<file path="src/rtl/hazard_unit.sv">
// hazard_unit: pipeline hazard controller for the FD/DX stages.
// Decides each cycle whether PC/FD advance, hold or take a bubble.
// It covers load-use stalls, taken-branch flushes, data-memory freezes
// and the HLT drain sequence.
// Optional feature macro: HAZARD_PERF_EN adds saturating stall/flush counters.
//
// state   | meaning
// --------+---------------------------------------------------------------
// RUN     | normal issue; branch flush, load-use stall or HLT entry decided
// DRAIN   | HLT held in FD, bubbles fed into DX while DX/XM/MW empty out
// HALTED  | processor stopped, only rst leaves this state
module hazard_unit #(
   parameter int DRAIN_CYCLES = 3
) (
   input  logic        clk,
   input  logic        rst,
   input  logic [3:0]  fd_rs,
   input  logic [3:0]  fd_rt,
   input  logic        fd_uses_rs,
   input  logic        fd_uses_rt,
   input  logic        fd_is_store,
   input  logic        fd_halt,
   input  logic        dx_memread,
   input  logic [3:0]  dx_rd,
   input  logic        br_taken,
   input  logic        mem_stall,
   output logic        pc_write,
   output logic        fd_write,
   output logic        fd_flush,
   output logic        dx_flush,
   output logic        pipe_write,
   output logic        halted
`ifdef HAZARD_PERF_EN
   ,
   output logic [15:0] stall_count,
   output logic [15:0] flush_count
`endif
);

   typedef enum logic [1:0] {
      ST_RUN    = 2'd0,
      ST_DRAIN  = 2'd1,
      ST_HALTED = 2'd2
   } state_e;

   localparam logic [1:0] CNT_LAST = 2'(DRAIN_CYCLES - 1);

   state_e     state_q, state_d;
   logic [1:0] cnt_q, cnt_d;
   logic       halted_q, halted_d;
   logic       load_use;

   // A store's Rt is store data, which MM forwarding delivers, so it never stalls.
   always_comb begin
      load_use = dx_memread && (dx_rd != 4'd0) &&
                 ((fd_uses_rs && (dx_rd == fd_rs)) ||
                  (fd_uses_rt && !fd_is_store && (dx_rd == fd_rt)));
   end

   // Next-state and Mealy enable/flush decode, highest priority first.
   always_comb begin
      pc_write   = 1'b1;
      fd_write   = 1'b1;
      fd_flush   = 1'b0;
      dx_flush   = 1'b0;
      pipe_write = 1'b1;
      state_d    = state_q;
      cnt_d      = cnt_q;
      halted_d   = (state_q == ST_HALTED);

      if (rst) begin
         pc_write   = 1'b0;
         fd_write   = 1'b0;
         fd_flush   = 1'b1;
         dx_flush   = 1'b1;
         pipe_write = 1'b0;
         state_d    = ST_RUN;
         cnt_d      = 2'd0;
         halted_d   = 1'b0;
      end else if (mem_stall) begin
         pc_write   = 1'b0;
         fd_write   = 1'b0;
         pipe_write = 1'b0;
         halted_d   = halted_q;
      end else begin
         unique case (state_q)
            ST_HALTED: begin
               pc_write   = 1'b0;
               fd_write   = 1'b0;
               pipe_write = 1'b0;
            end
            ST_DRAIN: begin
               pc_write = 1'b0;
               fd_write = 1'b0;
               dx_flush = 1'b1;
               cnt_d    = 2'(cnt_q + 2'd1);
               if (cnt_q == CNT_LAST) begin
                  state_d = ST_HALTED;
               end
            end
            ST_RUN: begin
               // A taken branch squashes the FD instruction, so it overrides
               // both a load-use hazard and HLT sitting in FD.
               if (br_taken) begin
                  fd_flush = 1'b1;
                  dx_flush = 1'b1;
               end else if (load_use) begin
                  pc_write = 1'b0;
                  fd_write = 1'b0;
                  dx_flush = 1'b1;
               end else if (fd_halt) begin
                  pc_write = 1'b0;
                  fd_write = 1'b0;
                  dx_flush = 1'b1;
                  state_d  = ST_DRAIN;
                  cnt_d    = 2'd0;
               end
            end
            default: begin
               state_d = ST_RUN;
               cnt_d   = 2'd0;
            end
         endcase
      end
   end

   // State, drain counter and halted flag registers.
   always_ff @(posedge clk) begin
      if (rst) begin
         state_q  <= ST_RUN;
         cnt_q    <= 2'd0;
         halted_q <= 1'b0;
      end else begin
         state_q  <= state_d;
         cnt_q    <= cnt_d;
         halted_q <= halted_d;
      end
   end

   assign halted = halted_q;

`ifdef HAZARD_PERF_EN
   logic        stall_ev, flush_ev;
   logic [15:0] stall_q, flush_q;

   // Events only count when the corresponding RUN case actually wins priority.
   always_comb begin
      flush_ev = !mem_stall && (state_q == ST_RUN) && br_taken;
      stall_ev = !mem_stall && (state_q == ST_RUN) && !br_taken && load_use;
   end

   // Saturating performance counters.
   always_ff @(posedge clk) begin
      if (rst) begin
         stall_q <= 16'd0;
         flush_q <= 16'd0;
      end else begin
         if (stall_ev && (stall_q != 16'hFFFF)) begin
            stall_q <= stall_q + 16'd1;
         end
         if (flush_ev && (flush_q != 16'hFFFF)) begin
            flush_q <= flush_q + 16'd1;
         end
      end
   end

   assign stall_count = stall_q;
   assign flush_count = flush_q;
`endif

endmodule

</file>
<file path="config.mk">
export PLATFORM = sky130hd
export DESIGN_NAME = hazard_unit
export DESIGN_NICKNAME = d
export VERILOG_FILES = /design/src/rtl/hazard_unit.sv
export SDC_FILE = /design/constraint.sdc
export NUM_CORES = 1
export LEC_CHECK = 0
export BUFFER_PORTS_ARGS = -buffer_cell sky130_fd_sc_hd__buf_2
export CAP_MARGIN = 20
export CORE_AREA = 2 2 39 41
export CTS_BUF_LIST = sky130_fd_sc_hd__clkbuf_8 sky130_fd_sc_hd__clkbuf_16
export DETAILED_ROUTE_END_ITERATION = 16
export DIE_AREA = 0 0 41 43
export GPL_TIMING_DRIVEN = 0
export PLACE_DENSITY = 0.7
export SYNTH_ARGS = -nofsm -noshare
export SYNTH_HDL_FRONTEND = slang
export SYNTH_SLANG_ARGS = --single-unit
</file>
<file path="constraint.sdc">
create_clock -name clk -period 2.6 [get_ports clk]
set_input_delay 0.52 -clock clk [delete_from_list [all_inputs] [get_ports clk]]
set_output_delay 0.52 -clock clk [all_outputs]
set_load 0.01 [all_outputs]
</file>
**Yosys cells after proc, flatten, opt, wreduce, memory -nomap -nowiden**

Index checks and enable logic that the tools add are counted.

- Reductions and logical operators: 12
- $add $sub $neg: 1
- Bitwise logic cells: 2
- Divide/modulo/power cells: 0
- Equal/unequal tests: 9
- Shifts and indexed selects: 0
- $lt $le $gt $ge: 0
- Multiplexer cells: 28
- Multipliers: 0

Operators by type and width:

| cell | number |
|---|---|
| $mux W1 | 17 |
| $mux W2 | 7 |
| $pmux W2 S3 | 2 |
| $eq A4 B4 Y1 | 2 |
| $ne A2 B2 Y1 const B | 4 |
| $reduce_and A6 Y1 | 1 |
| $logic_and A1 B1 Y1 | 5 |
| $reduce_and A5 Y1 | 1 |
| $eq A2 B2 Y1 const B | 2 |
| $pmux W1 S2 | 2 |
| $reduce_bool A4 Y1 | 1 |
| $add A2 B1 Y2 const B | 1 |
| $eq A2 B1 Y1 const B | 1 |
| $logic_not A2 Y1 | 1 |
| $not A1 Y1 | 2 |
| $reduce_or A2 Y1 | 1 |
| $logic_not A1 Y1 | 1 |
| $logic_or A1 B1 Y1 | 1 |

- Input port bits: 21
- RAM bits: 0
- Bits in registers: 5
- ROM bits: 0
- Output and inout bits: 6
- Logic and storage cells: 55
- Latch bits: 0
- Memories: 0

**Logic depth before layout (Yosys ltp)**

- Depth in word-level cells: 10
- Depth in mapped cells: 7
- Depth with buffers taken out: 6

**Least setup slack after synthesis**

Ideal clock, no wire load.

- Path kind: in2out
- From: input port dx_rd[0]
- To: output port pc_write
- Path slack: 0.172 ns
- Required time: 2.080 ns
- Arrival: 1.908 ns
- Stages on the path: 6
- Buffers on the path: 1
- Path through: or4_1 -> nand3_2 -> nor4_1 -> a211oi_1 -> o221a_1 -> buf_4

- Word-level cells in the longest chain between the ends: 9
- Elaborated cells between the ends (all ways): 13
- Those cells by class: eq/ne (2); mux (5); reduce/logical (6)

RTL lines:

| what | RTL line | RTL |
|---|---|---|
| from (decl) | 24 | `input logic [3:0] dx_rd,` |
| $eq A4 B4 Y1, on equally long branches | 56, 57 |  |
| $logic_and A1 B1 Y1, on equally long branches | 56, 57 |  |
| $logic_or A1 B1 Y1 | 56 | `((fd_uses_rs && (dx_rd == fd_rs)) \|\|` |
| $logic_and A1 B1 Y1 (*) | 55 | `load_use = dx_memread && (dx_rd != 4'd0) &&` |
| $mux W1 (*) (2 in a row) | n/a |  |
| $pmux W1 S2 (*) | n/a |  |
| $mux W1 (*) (2 in a row) | n/a |  |
| to (decl) | 27 | `output logic pc_write,` |

Mark *: on every way between the ends. The rest lies on a longest branch, timed or not.

**Worst setup path in the final report**

- From: input port dx_rd[2]
- To: output port pc_write

- Word-level cells in the longest chain between the ends: 9
- Elaborated cells between the ends (all ways): 13
- Those cells by class: eq/ne (2); mux (5); reduce/logical (6)

RTL lines:

| what | RTL line | RTL |
|---|---|---|
| $eq A4 B4 Y1, on equally long branches | 56, 57 |  |
| $logic_and A1 B1 Y1, on equally long branches | 56, 57 |  |
| $logic_or A1 B1 Y1 | 56 |  |
| $logic_and A1 B1 Y1 (*) | 55 |  |
| $mux W1 (*) | 107 | `end else if (load_use) begin` |
| $mux W1 (*) | 104 | `if (br_taken) begin` |
| $pmux W1 S2 (*) | 86 | `unique case (state_q)` |
| $mux W1 (*) | 80 | `end else if (mem_stall) begin` |
| $mux W1 (*) | 71 | `if (rst) begin` |

Marked as above.

==> results.md <==
* Run status: complete, no violations
* 1st-pass router iterations at 3
* Hold Crit Start: cnt_q[0]
* Largest family of logic cells by synthesized area: simple AND/OR/NAND/NOR gates
* Clk pwr share at 0.431
* PD cells at 405 mW/mm2
* Most frequent cells in the layout: 24 x buf_2, 7 x inv_1, 5 x nand2_1, 5 x dfxtp_1
* Global placer's final weighted congestion at 0.761
* Synth top area share at 0.193
* Avg Inst Size Synth at 7.73 um2
* Reg2reg setup slack at 0.44 ns
* Antenna Violating Nets Remaining at 0
* Final nets at 125
* Total Neg Setup Slack at 0 ns
* Worst EP required at 2.08 ns
* Reg-to-reg endpoint: state_q[0]
* Die Ht at 43 um
* Fin crit period at 2.55 ns
* Int Pwr at 0.227 mW
* # fillers at 137
* RSZ-0062 raised after global routing: no
* Yosys reg bits at 5
* Vias in the first global route at 509
* Worst hold path class: flop to flop
* Clock skew at 0.000166 ns
* Core area at 0.00138 mm2
* Remaining DRCs at 0
* Clock latency at the later pin of the worst-skew pair at 0.21 ns
* Post-Syn Instances at 67
* Synth top area cells: dfxtp_1 19%, ha_1 9.7%, xnor2_1 6.8%, nand2b_1 4.8%, inv_1 4.3%
* Post-synth top area cell: dfxtp_1
* Initial antenna violation count at 0
* Setup crit end kind: output pin
* Setup CP Type: input pin to output pin
* IO Count at 27
* R2R depth at 7
* Leak Pwr at 0.336 nW
* Fin crit share at 0.980
* Mapped cell area at 518 um2
* Ratio of cells with drive above 1 in the final layout at 0.374
* Primary FF master, synth: dfxtp_1
* Crit-path max cell delay at 0.55 ns
* Critical Path Start Type: input pin
* Avg Vias per Cell at 5.19
* 1st-iter DRT viols at 8
* Max-slew violations at 0
* H-tree levels at 1
* Register Area at 100 um2
* Total routed wirelength at 1270 um
* CTS Buf Count at 3
* Starting Density at 0.374
* Setup violators final at 0
* Slew @ Worst Pin at 0.802 ns
* Rel. slew slack at 0.458
* Kind of cell adding the most delay to the critical path: simple AND/OR/NAND/NOR gates
* CTS sink cnt at 5
* Port Buffers at 25
* R2R Path Start: state_q[0]
* Via count at 597
* Grt ovf at 0
* Tot Pwr at 0.315 mW
* CTS tree: done
* Number of max-cap violations at 0
* Final hold vios at 0
* Async S/R FF share, synth at 0
* Die X at 41 um
* Cell row count at 14
* First-pass GRT wire length at 1900 um
* Dpl ws at -0.203 ns
* Dpl hpwl at 983 um
* Die area at 0.00176 mm2
* Most common cell after layout, fill and taps aside: buf_2
* PnR worst setup slack at 0.0515 ns
* Combined area of the multi-input logic cells at 420 um2
* Post-synthesis adder-cell area fraction at 0.0966
* Worst path cell trace: buf_2, or4_4, nand3_4, nor4_4, a211oi_2, o221a_1, buf_4, buf_6
* Synth cell types at 31
* Sequential share of the synthesized area at 0.193
* Maximum vdd drop at 0.000349 V
* Clock root buffer: clkbuf_8
* Synth Area in Compound Gates at 0.210
* Synth warn at 0
* Critical path peak fanout at 4
* Largest net degree at the start of global routing at 11
* Post-synthesis xor/xnor area fraction at 0.0845
* Combinational power share at 0.314
* Clock buffer depth at 2
* Synthesized Nets at 92
* Simple-gate portion of the synthesized area at 0.324
* Sw Share at 0.277
* Post-synth EDFFs at 0
* Reg clk slew, reported paths at 0.03 ns
* Layout area overhead at 50.0%
* GRT Total Usage at 0.148
* Reg power frac at 0.255
* Wirelength per Cell at 11.1 um
* CTS hold repair buffers at 0
* Hold path depth at 2
* Crit path buffers/inverters at 3
* ANT cells at 0
* Mux cell area share after synthesis at 0.0193
* WHS Endpoint: cnt_q[0]
* Max Clock Freq at 392 MHz
* CP arrival at 2.03 ns
* Crit-path slowest cell: or4_4
* Switching power total at 0.0873 mW
[kinds of logic after synthesis]
logic type	count (synthesis)
flip-flops	5
AND/OR/NAND/NOR	28
AO/OA/AOI/OAI	15
multiplexers	1
buffers and inverters	9
XOR/XNOR	5
adder cells (fa/ha/maj)	4
[per-layer routing]
| layer | part of all wire | global-route usage | vias up |
|---|---|---|---|
| met1 | 0.43 | 0.199 | 275 |
| li1 | - | - | 306 |
| met3 | 0.060 | 0.0314 | 0 |
| met5 | 0 | 0 | - |
| met2 | 0.51 | 0.238 | 16 |
| met4 | 0 | 0.0200 | 0 |
[cell usage after synthesis (2+ instances only)]
master and n:
a211oi_1 2, nand2b_1 4, nor4_1 2, inv_1 6, nand2_1 5, or4_1 2
a21oi_1 3, dfxtp_1 5, nor2b_1 3, nor3_1 3, ha_1 4, clkbuf_1 2
nor2_1 4, xnor2_1 4, o21ai_0 2
[worst max path at each step]
stage | startpoint | end | slack (ns) | cells past startpoint
floorplan | dx_rd[0] | pc_write | 0.17 | 6
global placement | fd_rt[2] | pc_write | -0.17 | 8
detailed placement | fd_rt[2] | pc_write | -0.20 | 8
CTS | dx_rd[0] | pc_write | 0.008 | 8
global route | dx_rd[2] | pc_write | 0.003 | 8
finish | dx_rd[2] | pc_write | 0.05 | 8
[flip-flops by register name, indices dropped and copies added (netlist names)]
| signal | count |
|---|---|
| cnt_q | 2 |
| halted | 1 |
| state_q | 2 |
[timing repair]
item	in CTS	in global routing
pin swaps	2	4
setup endpoints to repair	3	1
gates resized for setup	3	4
setup buffers	1	2
[layout make-up]
| cell class | count | share of cell area |
|---|---|---|
| buffer | 3 | 0.0193 |
| clock buffer | 3 | 0.0531 |
| clock inverter | 1 | 0.00483 |
| inverter | 6 | 0.0290 |
| multi-input combinational | 53 | 0.541 |
| sequential | 5 | 0.129 |
| tap | 16 | 0.0258 |
| timing repair buffer | 28 | 0.198 |
[power groups by stage]
stage / sequential [mW] / combinational (mW) / clock (mW)
3_3_place_gp: 0.0813 / 0.0813 / 0
5_1_grt: 0.0805 / 0.109 / 0.145
2_1_floorplan: 0.0811 / 0.0512 / 0
3_5_place_dp: 0.0815 / 0.0825 / 0
6_report: 0.0803 / 0.0988 / 0.136
4_1_cts: 0.0803 / 0.0880 / 0.140
[worst register-to-register path, cell delays in order, from the launching register on]
cell and delay, ns:
dfxtp_1 0.31, inv_1 0.09, ha_1 0.36, nand3_4 0.16
buf_4 0.16, o41ai_1 0.65, or4_1 0.23, o31ai_1 0.07
[metrics by stage]
| step | util | cells | instance area, um2 | hold slack, ns |
|---|---|---|---|---|
| after floorplan | - | 67 | 518 | 0.453 |
| after CTS | 0.532 | 113 | 736 | 0.476 |
| after detailed placement | 0.479 | 108 | 663 | 0.469 |
| after global placement | 0.479 | 108 | 663 | 0.463 |
| after global routing | 0.561 | 115 | 777 | 0.510 |
| final | 0.561 | 115 | 777 | 0.474 |
Note: power is estimated with default switching activity, not from simulation.
